<file path="src/rtl/ball_motion_engine.sv">
`default_nettype none
// ============================================================================
//  Module      : ball_motion_engine
//  Description : Frame-rate square-sprite position engine. Detects the end of
//                each VS pulse, advances the ball once every FRAME_DIV frames
//                with edge reflection, and produces a registered per-pixel
//                ball_hit flag for the downstream colour stage.
//  Revision    : 1.0 - initial release
// ============================================================================
module ball_motion_engine #(
    parameter int VIDEO_W   = 640,
    parameter int VIDEO_H   = 480,
    parameter int BALL_SIZE = 5,
    parameter int STEP_X    = 1,
    parameter int STEP_Y    = 1,
    parameter int FRAME_DIV = 1,
    parameter int INIT_X    = 0,
    parameter int INIT_Y    = 50
) (
    input  logic        vga_clk,
    input  logic        reset,
    input  logic        VS,
    input  logic        blank_n,
    input  logic [10:0] xPos,
    input  logic [9:0]  yPos,
    input  logic        enable,
    output logic [10:0] ball_x,
    output logic [9:0]  ball_y,
    output logic        dir_x,
    output logic        dir_y,
    output logic        bounce,
    output logic        ball_hit
);

    localparam int          FC_W      = (FRAME_DIV > 1) ? $clog2(FRAME_DIV) : 1;
    localparam logic [11:0] MAX_X     = 12'(VIDEO_W - BALL_SIZE);
    localparam logic [11:0] MAX_Y     = 12'(VIDEO_H - BALL_SIZE);
    localparam logic [11:0] STEP_X12  = 12'(STEP_X);
    localparam logic [11:0] STEP_Y12  = 12'(STEP_Y);
    localparam logic [11:0] SIZE12    = 12'(BALL_SIZE);
    localparam logic [FC_W-1:0] FC_LAST = FC_W'(FRAME_DIV - 1);

    typedef enum logic [1:0] {
        WAIT   = 2'd0,
        MOVE_X = 2'd1,
        MOVE_Y = 2'd2
    } state_t;

    state_t          state;
    logic            vs_d;
    logic [FC_W-1:0] frame_cnt;

    logic            tick;
    logic            div_done;
    logic            step_start;
    logic [11:0]     x_ext;
    logic [11:0]     y_ext;
    logic [11:0]     x_fwd;
    logic [11:0]     y_fwd;
    logic [11:0]     x_back;
    logic [11:0]     y_back;
    logic            hit_next;

    // Frame tick, divider terminal count and 12-bit candidate positions
    always_comb begin
        tick       = VS & ~vs_d;
        div_done   = (frame_cnt == FC_LAST);
        step_start = tick & enable & div_done;
        x_ext      = {1'b0, ball_x};
        y_ext      = {2'b00, ball_y};
        x_fwd      = x_ext + STEP_X12;
        y_fwd      = y_ext + STEP_Y12;
        x_back     = x_ext - STEP_X12;
        y_back     = y_ext - STEP_Y12;
        hit_next   = blank_n
                   & ({1'b0, xPos}   >= x_ext) & ({1'b0, xPos}   < x_ext + SIZE12)
                   & ({2'b00, yPos}  >= y_ext) & ({2'b00, yPos}  < y_ext + SIZE12);
    end

    // VS edge history, frame divider and the WAIT/MOVE_X/MOVE_Y step sequencer
    always_ff @(posedge vga_clk) begin
        if (reset) begin
            vs_d      <= 1'b1;
            frame_cnt <= '0;
            state     <= WAIT;
            ball_x    <= 11'(INIT_X);
            ball_y    <= 10'(INIT_Y);
            dir_x     <= 1'b0;
            dir_y     <= 1'b0;
            bounce    <= 1'b0;
        end else begin
            vs_d   <= VS;
            bounce <= 1'b0;
            if (tick && enable) begin
                frame_cnt <= div_done ? '0 : frame_cnt + 1'b1;
            end
            case (state)
                WAIT: begin
                    // Only a WAIT-state tick can launch a step
                    if (step_start) begin
                        state <= MOVE_X;
                    end
                end
                MOVE_X: begin
                    if (!dir_x) begin
                        if (x_fwd >= MAX_X) begin
                            ball_x <= MAX_X[10:0];
                            dir_x  <= 1'b1;
                            bounce <= 1'b1;
                        end else begin
                            ball_x <= x_fwd[10:0];
                        end
                    end else begin
                        if (x_ext <= STEP_X12) begin
                            ball_x <= '0;
                            dir_x  <= 1'b0;
                            bounce <= 1'b1;
                        end else begin
                            ball_x <= x_back[10:0];
                        end
                    end
                    state <= MOVE_Y;
                end
                MOVE_Y: begin
                    if (!dir_y) begin
                        if (y_fwd >= MAX_Y) begin
                            ball_y <= MAX_Y[9:0];
                            dir_y  <= 1'b1;
                            bounce <= 1'b1;
                        end else begin
                            ball_y <= y_fwd[9:0];
                        end
                    end else begin
                        if (y_ext <= STEP_Y12) begin
                            ball_y <= '0;
                            dir_y  <= 1'b0;
                            bounce <= 1'b1;
                        end else begin
                            ball_y <= y_back[9:0];
                        end
                    end
                    state <= WAIT;
                end
                default: state <= WAIT;
            endcase
        end
    end

    // Registered per-pixel hit flag, gated by the visible-area qualifier
    always_ff @(posedge vga_clk) begin
        if (reset) begin
            ball_hit <= 1'b0;
        end else begin
            ball_hit <= hit_next;
        end
    end

endmodule
`default_nettype wire
</file>
<file path="config.mk">
export PLATFORM = sky130hd
export DESIGN_NAME = ball_motion_engine
export DESIGN_NICKNAME = d
export VERILOG_FILES = /design/src/rtl/ball_motion_engine.sv
export SDC_FILE = /design/constraint.sdc
export NUM_CORES = 1
export LEC_CHECK = 0
export CORE_MARGIN = 8
export CORE_UTILIZATION = 52
export DETAILED_ROUTE_END_ITERATION = 6
export PLACE_DENSITY = 0.74
export SKIP_LAST_GASP = 1
export SLEW_MARGIN = 0
export SYNTH_ARGS = -nofsm -noshare
export SYNTH_HDL_FRONTEND = slang
export SYNTH_SLANG_ARGS = --single-unit
</file>
<file path="constraint.sdc">
create_clock -name vga_clk -period 4 [get_ports vga_clk]
set_clock_uncertainty 0.15 [all_clocks]
set_input_delay 0.8 -clock vga_clk [delete_from_list [all_inputs] [get_ports vga_clk]]
set_output_delay 0.8 -clock vga_clk [all_outputs]
set_load 0.05 [all_outputs]
</file>
# After elaboration in Yosys (flattened, before gate mapping)
# Cells that the tools add are included.
[totals]
input_bits = 26
ff_bits = 29
[op_classes]
mux = 20
n_reduce_logical = 2
bitwise = 9
order_cmp = 8
n_addsub = 7
n_eq_ne = 3
[ops]
columns = ["operator", "count"]
rows = [
  ["two-way mux 11 bit", 3],
  ["two-way mux 10 bit", 3],
  ["adder 11 x 1 -> 12 bit, second input constant", 1],
  ["adder 11 x 3 -> 12 bit, second input constant", 1],
  [">= comparator 12 x 10 -> 1 bit, second input constant", 1],
  ["< comparator 11 x 12 -> 1 bit", 1],
  ["adder 10 x 1 -> 11 bit, second input constant", 1],
  ["adder 10 x 3 -> 11 bit, second input constant", 1],
  [">= comparator 11 bit", 1],
  [">= comparator 11 x 9 -> 1 bit, second input constant", 1],
  ["less-or-equal comparator 11 x 1 -> 1 bit, second input constant", 1],
  ["< comparator 10 x 11 -> 1 bit", 1],
  ["two-way mux 1 bit", 11],
  ["subtractor 11 x 1 -> 11 bit, second input constant", 1],
  [">= comparator 10 bit", 1],
  ["less-or-equal comparator 10 x 1 -> 1 bit, second input constant", 1],
  ["subtractor 10 x 1 -> 10 bit, second input constant", 1],
  ["AND 1 bit", 7],
  ["one-hot mux 2 bit (2 select lines)", 1],
  ["equality test 2 x 1 -> 1 bit, second input constant", 1],
  ["equality test 2 bit, second input constant", 1],
  ["zero test 2 bit", 1],
  ["two-way mux 2 bit", 1],
  ["!= test 2 bit, second input constant", 1],
  ["4 further kinds", 5],
]

# Longest topological paths before layout
# Gate-level depths: netlist (run 1).
[logic_depth]
depth_word = 6
mapped_depth = 13
ltp_nobuf = 12

# Worst setup path after synthesis (run 1)
# Ideal clock, no wire load.
[synth_timing]
path_kind = "register to register"
startpoint = "register ball_y[2]"
endpoint = "register ball_hit"
slack_ps = 1020
period_less_slack_ps = 2980
t_arrival_ps = 2769
stages_incl_launch_ff = 12
cell_sequence = "dfxtp_1 -> buf_6 -> clkbuf_1 -> inv_1 -> a211oi_1 -> nand4_1 -> xnor2_1 -> ha_1 -> a2111oi_0 -> o21ai_0 -> nand2_1 -> and4b_1"
[synth_between]
elab_chain_cells = 3
[synth_rtl]
columns = ["item", "line_no", "source"]
rows = [
  ["start: declaration", "28", "output logic [9:0] ball_y,"],
  ["start signal: assignment", "87", "ball_y <= 10'(INIT_Y);"],
  ["start signal: assignment", "127", "ball_y <= MAX_Y[9:0];"],
  ["start signal: assignment", "131", "ball_y <= y_fwd[9:0];"],
  ["adder 10 x 3 -> 11 bit / >= comparator 10 bit (equally long branches)", "77", "& ({2'b00, yPos} >= y_ext) & ({2'b00, yPos} < y_ext + SIZE12);"],
  ["< comparator 10 x 11 -> 1 bit / AND 1 bit (equally long branches)", "77", ""],
  ["AND 1 bit *", "77", ""],
  ["end signal: assignment", "154", "ball_hit <= hit_next;"],
  ["end: declaration", "32", "output logic ball_hit"],
]
# Mark *: on every way between the ends. The rest lies on a longest branch, timed or not.
# A chain may end at the register's enable or synchronous reset.

# Worst setup path after layout (run 1)
[layout_timing]
startpoint = "register ball_y[0]"
endpoint = "register ball_hit"
# Same word-level chain as after synthesis.

==> results of run 1 <==
==> per-layer routing <==
| metal | GRT usage [%] | wire length, microns | up-vias |
|---|---|---|---|
| met4 | 3.49 | 72 | 0 |
| li1 | - | - | 1900 |
| met3 | 3.70 | 844 | 8 |
| met2 | 32.1 | 4530 | 165 |
| met1 | 29.9 | 4960 | 1773 |
| met5 | 0 | 0 | - |
==> cell usage in the layout (no fill, tap or decap), types with 5 or more instances in the layout <==
cell | Yosys | layout
nand3_1 | 21 | 21
nor2b_1 | 7 | 7
o21ai_0 | 37 | 37
dfxtp_1 | 28 | 28
a31oi_1 | 11 | 11
inv_1 | 32 | 32
clkdlybuf4s50_1 | 0 | 50
nand2_1 | 46 | 46
o21a_1 | 5 | 5
nor3_1 | 19 | 19
a311oi_1 | 8 | 8
nor4_1 | 8 | 8
a21oi_1 | 31 | 31
nand4_1 | 7 | 7
o211ai_1 | 7 | 7
ha_1 | 54 | 54
nor2_1 | 48 | 48
xnor2_1 | 23 | 23
nand2b_1 | 5 | 5
==> layout make-up <==
class	instances	area, sq um	share of cell area [%]
Multi-Input combinational cell	411	2820	66.9
Sequential cell	28	561	13.3
Timing Repair Buffer	52	515	12.2
Inverter	34	128	3.03
Tap cell	96	120	2.85
Clock buffer	3	41.3	0.980
Clock inverter	1	30.0	0.713
==> tightest hold or removal path, stage by stage (launching register included) <==
cell and delay [ns]:
dfxtp_1 0.40, nand2_1 0.09, a21oi_1 0.06
==> power by group <==
part           internal (mW)  switching, mW
clock                  0.134         0.0953
combinational          0.349          0.563
sequential             0.315          0.107
total                  0.798          0.765
==> logic make-up (layout without fill, tap and decap cells) <==
| family | count (synthesis) | in the layout | synth area share (%) |
|---|---|---|---|
| muxes | 2 | 2 | 0.551 |
| buffers and inverters | 64 | 90 | 7.09 |
| xor gates and xnor gates | 26 | 26 | 6.27 |
| adders and majority gates | 54 | 54 | 18.6 |
| and+or+nand+nor | 183 | 183 | 24.8 |
| DFF | 28 | 28 | 15.4 |
| AOI/OAI and AO/OA | 146 | 146 | 27.3 |
==> per-stage QoR <==
| stage | utilization, % | setup slack (ns) | total power [mW] | instances | area [sq um] |
|---|---|---|---|---|---|
| after floorplan | - | 1.02 | 1.08 | 503 | 3630 |
| after global placement | 60.9 | 1.05 | 1.30 | 621 | 4140 |
| after detailed placement | 60.9 | 0.840 | 1.32 | 621 | 4140 |
| after CTS | 62.0 | 0.774 | 1.55 | 625 | 4210 |
| after global routing | 62.0 | 0.393 | 1.70 | 625 | 4210 |
| final | 62.0 | 0.713 | 1.56 | 625 | 4210 |
==> registers in the layout (all words and copies together), names as in the netlist <==
register  count
ball_hit      1
state         2
ball_y       10
ball_x       11
vs_d          1
bounce        1
dir_x         1
dir_y         1
==> worst paths after layout <==
check                  from   endpoint  slack (ns)  cells past startpoint
hold / removal    ball_x[9]  ball_x[9]        0.44                      2
setup / recovery  ball_y[0]   ball_hit        0.71                     10
setup reg to reg  ball_y[0]   ball_hit        0.71                     10
hold reg to reg   ball_x[9]  ball_x[9]        0.44                      2
==> metrics.md, run 1 <==
| Metric | Value |
|---|---|
| Run status | finished clean |
| Number of antenna diodes | 0 |
| Standard cell core area | 6790 sq um |
| Total wire length | 10400 microns |
| Total nets after synthesis | 583 |
| Maximum capacitance violations | 0 |
| GRT Resource Usage Total | 21.0% |
| First-pass GRT wire length | 17600 microns |
| Drt first pass iters | 5 |
| Top flip-flop cell by instance count after synthesis | dfxtp_1 |
| Placer's final routability congestion estimate | 0.932 |
| Worst rel slew slack | 35.0% |
| Final worst hold slack | 0.438 ns |
| Maximum buffer depth of the clock tree | 2 |
| Category of the worst setup path launch point | flip-flop |
| Synthesized flop and latch total | 28 |
| Total via count in the routed design | 3846 |
| Maximum achievable frequency | 304 MHz |
| Source-to-sink clock delay at the later pin of the worst-skew pair | 0.28 ns |
| Number of antenna violations at the first check in global routing | 0 |
| Cell type contributing the most total cell area after synthesis | ha_1 |
| Synthesis Warnings | 0 |
| Buffer and inverter count on the worst path | 1 |
| Fill cells | 617 |
| Layout cells sized above 1 | 3.21% |
| Sequential fraction of the synthesis area | 15.4% |
| Die area | 9920 sq um |
| Path type of the worst setup path | reg -> reg |
| Required time at the endpoint of the critical path | 4.08 ns |
| CTS tree | done |
| Die span in x | 99.6 microns |
| Per-cell routed wire length | 16.6 microns |
| Cell Pwr Density | 371 nW/um^2 |
| IO Port Bufs | 50 |
| Buffers inserted during post-CTS setup optimization | 0 |
| Fin crit period | 3.29 ns |
| Height of the die | 99.6 microns |
| Fraction of registers with async set/reset | 0% |
| Arrival time of data at the critical path endpoint | 3.36 ns |
| Clock slew seen by the registers of the worst setup and hold paths | 0.10 ns |
| Top fanout value on the critical path | 13 |
| Most common cell on crit path | ha_1 |
| Worst-path cell chain | ha_1 > inv_1 > a211oi_1 > nand4_1 > xnor2_1 > ha_1 > a2111oi_0 > o21ai_0 > nand2_1 > and4b_1 |
| Leakage | 1.48 nW |
| RSZ-0062 raised after global routing | no |
| Most frequent cells after synthesis | ha_1, nor2_1, nand2_1 |
| Top area cells in the synthesized netlist | ha_1, dfxtp_1, xnor2_1 |
| Area Growth Syn to Fin | 15.9% |
| Crit path capture type | flip-flop |
| Setup TNS Final | 0 ns |
| Hold-fix buffers, CTS | 0 |
| Number of clock buffers inserted by TritonCTS | 3 |
| Min-Delay Path Class | reg -> reg |
| Count of standard-cell rows | 30 |
| Number of resized instances in the post-cts repair step | 0 |
| Pin count of the biggest net entering global routing | 32 |
| First-iteration detailed-routing DRC count | 322 |
| Endpoints failing setup | 0 |
| Cell with the most instances after synthesis | ha_1 |
| Net total in the final layout | 610 |
| Post-DP HPWL | 7930 microns |
| Via count of the first global-routing pass | 3647 |
| Avg Inst Size Synth | 7.23 sq um |
| Vias per std cell | 6.15 |
| Post-synth EDFFs | 0 |
| Area fraction of the dominant cell type after synthesis | 18.6% |
| Synthesized cell area | 3630 sq um |
| Worst VDD drop | 303 uV |
| TritonCTS Sinks | 28 |
| Ratio of final minimum period to clock period | 82.2% |
| Cells after Synth | 503 |
| Max-slew violations | 0 |
| CP delay by family, top | compound AO/OA/AOI/OAI gates |
| Overall overflow remaining after global route | 0 |
| Starting Density | 53.5% |
| H-tree Lvls | 1 |
| Final hold violations | 0 |
| Worst-Margin Slew | 0.975 ns |
| I/O pin total | 51 |
| Crit path largest cell delay | 0.55 ns |
| Critical path's slowest cell | dfxtp_1 |
| Cell at the root of the clock tree | clkbuf_8 |
| Post-detailed-route count of antenna-violating nets | 0 |
| Post-synth cell types | 68 |
| Remaining routing DRC violations | 0 |
Note: power is estimated with default switching activity, not from simulation.
==> run 2, diff against run 1 <==
Settings changed: CORE_UTILIZATION 52 to 51, PLACE_DENSITY 0.74 to 0.75.
Clock period 4 ns to 2.8 ns, I/O delays scaled along.
==> run 2 against run 1 <==
  * Highest routed layer unchanged
  * Register-to-register slack worse by 0.54 ns
  * Count of clock-buffer cells in the layout stayed put
  * Wire length is 1.9% higher
  * Critical path type unchanged
  * Critical path depth is 4 lower
  * Flip-flop and latch count stayed put
  * Cell count is 4.6% higher
  * Hold slack worse by 0.034 ns
  * Utilization is 3.2 points higher
  * First-iteration DRC count is 7.1% higher
  * Sequential share of layout area is 0.49 points lower
  * Via count is 2.3% higher
==> metrics.md, run 2 (synthesis results as in run 1) <==
| Metric | Value |
|---|---|
| Run status | finished clean |
| Total wire length | 10600 microns (+1.9%) |
| Maximum achievable frequency | 381 MHz (+25%) |
| Leakage | 1.62 nW (+10%) |
| Drt first pass iters | 5 (unchanged) |
| Placed cell count | 650 (+4.7%) |
| Starting Density | 53.2% (-0.29 points) |
| Total power | 2.36 mW (+51%) |
| Setup TNS Final | 0 ns (unchanged) |
| CTS tree | done |
| Commonest non-fill, non-tap cell in the layout | ha_1 |
| Arrival time of data at the critical path endpoint | 2.64 ns (-0.72 ns) |
| Top fanout value on the critical path | 9 (-4) |
| CP delay by family, top | compound AO/OA/AOI/OAI gates |
| Worst R2R Start | ball_x[7] |
| Buffer and inverter count on the worst path | 0 (-1) |
| Final cell count without fillers | 654 (+4.6%) |
| First-pass GRT wire length | 17900 microns (+1.5%) |
| First-iteration detailed-routing DRC count | 345 (+7.1%) |
| Final hold violations | 0 (unchanged) |
| Via count of the first global-routing pass | 3658 (+0.30%) |
| Final Worst Setup Slack | 0.177 ns (-0.536 ns) |
| Cell at the root of the clock tree | clkbuf_8 |
| Total via count in the routed design | 3934 (+2.3%) |
| H-tree Lvls | 1 (unchanged) |
| Overall overflow remaining after global route | 0 (unchanged) |
| Required time at the endpoint of the critical path | 2.82 ns (-1.26 ns) |
| Category of the worst setup path launch point | flip-flop |
| Clk network pwr share | 14.2% (-0.5 points) |
| Worst VDD drop | 371 uV (+22%) |
| Layout cells sized above 1 | 10.0% (+6.8 points) |
| Standard cell core area | 6830 sq um (+0.55%) |
| Worst slack after detailed placement | 0.0424 ns (-0.797 ns) |
| Area taken by flip-flops and latches | 571 sq um (+1.8%) |
| Buffers inserted during post-CTS setup optimization | 0 (unchanged) |
| Most frequent cells in the layout | ha_1, clkdlybuf4s50_1, nor2_1, nand2_1, o21ai_0 |
| Launch instance of the worst min-delay path | ball_y[3] |
| GRT Resource Usage Total | 21.1% (+0.15 points) |
| Min-Delay Path Class | reg -> reg |
| Net total in the final layout | 639 (+4.8%) |
| Fill cells | 643 (+4.2%) |
| Die area | 10100 sq um (+1.6%) |
| Switching power total | 1.13 mW (+48%) |
| Maximum buffer depth of the clock tree | 2 (unchanged) |
| Source-to-sink clock delay at the later pin of the worst-skew pair | 0.28 ns (about the same) |
| Launching instance or port of the critical path | ball_x[7] |
| Post-detailed-route count of antenna-violating nets | 0 (unchanged) |
| Final Core Density | 65.2% (+3.2 points) |
| Worst-path cell chain | or4_1 > o41a_1 > a31oi_1 > nor2_1 > a211oi_1 > a311oi_1 |
| Combinational Power Share | 62.3% (+4.0 points) |
| Worst-Margin Slew | 0.736 ns (-0.239 ns) |
| Pin count of the biggest net entering global routing | 24 (-25%) |
| Switching power as a share of total power | 47.8% (-1.1 points) |
| Number of clock buffers inserted by TritonCTS | 3 (unchanged) |
| Worst rel slew slack | 51.0% (+16 points) |
| Number of flip-flops in the largest register | 11 (unchanged) |
| Sequential Power Share | 23.5% (-3.5 points) |
| Die span in x | 100 microns (+0.82%) |
| Area Growth Syn to Fin | 22.5% |
| Maximum capacitance violations | 0 (unchanged) |
| Placer's final routability congestion estimate | 0.925 (-0.68%) |
| Area of all placed cells without fillers | 4450 sq um (+5.7%) |
| I/O pin total | 51 (unchanged) |
| Registers with the most flip-flops | ball_x (11), ball_y (10), state (2) |
| Crit path largest cell delay | 0.69 ns (+0.14 ns) |
| Number of antenna diodes | 0 (unchanged) |
| Max-slew violations | 0 (unchanged) |
| IO Port Bufs | 50 (unchanged) |
| RSZ-0062 raised after global routing | no |
| TritonCTS Sinks | 28 (unchanged) |
| Count of standard-cell rows | 30 (unchanged) |
| Endpoints failing setup | 0 (unchanged) |
| Crit path capture type | flip-flop |
| Area of the multi-input gates | 2830 sq um (+0.44%) |
| Critical path's slowest cell | or4_1 |
| Cell area reported after detailed placement | 4370 sq um (+5.5%) |
| Post-DP HPWL | 8350 microns (+5.4%) |
| Vias per std cell | 6.02 (-2.2%) |
| Path type of the worst setup path | reg -> reg |
| Cell Pwr Density | 530 nW/um^2 (+43%) |
| Ratio of final minimum period to clock period | 93.7% (+11 points) |
| Per-cell routed wire length | 16.2 microns (-2.6%) |
| Final worst hold slack | 0.404 ns (-0.0345 ns) |
| Number of antenna violations at the first check in global routing | 0 (unchanged) |
| Hold-fix buffers, CTS | 0 (unchanged) |
| Cell Int Power | 1.23 mW (+54%) |
| Fin crit period | 2.62 ns (-0.664 ns) |
| Register bank with the most flops | ball_x |
| Clock slew seen by the registers of the worst setup and hold paths | 0.11 ns (about the same) |
| Height of the die | 100 microns (+0.82%) |
| Remaining routing DRC violations | 0 (unchanged) |
==> run 2: power groups by stage <==
stage	clock network (mW)	registers (mW)	logic, mW
after CTS	0.339	0.552	1.45
after detailed placement	0	0.561	1.43
final	0.335	0.556	1.47
after global routing	0.355	0.567	1.61
after floorplan	0	0.659	0.888
after global placement	0	0.557	1.41
==> run 2: path summary, 6_finish.rpt <==
| kind | to | slack [ns] | depth (start not counted) |
|---|---|---|---|
| worst max-delay path | ball_x[3] | 0.18 | 6 |
| worst min-delay path | ball_y[3] | 0.40 | 2 |
| worst max register to register | ball_x[3] | 0.18 | 6 |
| worst min register to register | ball_y[3] | 0.40 | 2 |
==> run 2: area by class of cell <==
cell class | instances | share of cell area (%)
Inverter | 34 | 2.87
Clock buffer | 3 | 0.927
Multi-Input combinational cell | 411 | 63.5
Tap cell | 96 | 2.70
Sequential cell | 28 | 12.8
Clock inverter | 1 | 0.675
Timing Repair Buffer | 81 | 16.5
==> run 2: repair_timing <==
item,CTS,global route
endpoints found under the hold margin,0,0
resized for setup,0,4
endpoints found under the setup margin,0,1
==> run 2: worst reg2reg max path: stages (launching register included) <==
cell,delay (ns)
dfxtp_1,0.42
or4_1,0.69
o41a_1,0.55
a31oi_1,0.20
nor2_1,0.06
a211oi_1,0.30
a311oi_1,0.14
==> run 2: per-layer routing <==
metal  global-route usage, %  vias up  part of all wire [%]
met5                       0        -                     0
met4                    3.72        0                  0.69
met3                    2.98        6                   7.8
met2                    31.1      171                    41
met1                    31.4     1801                    50
li1                        -     1956                     -
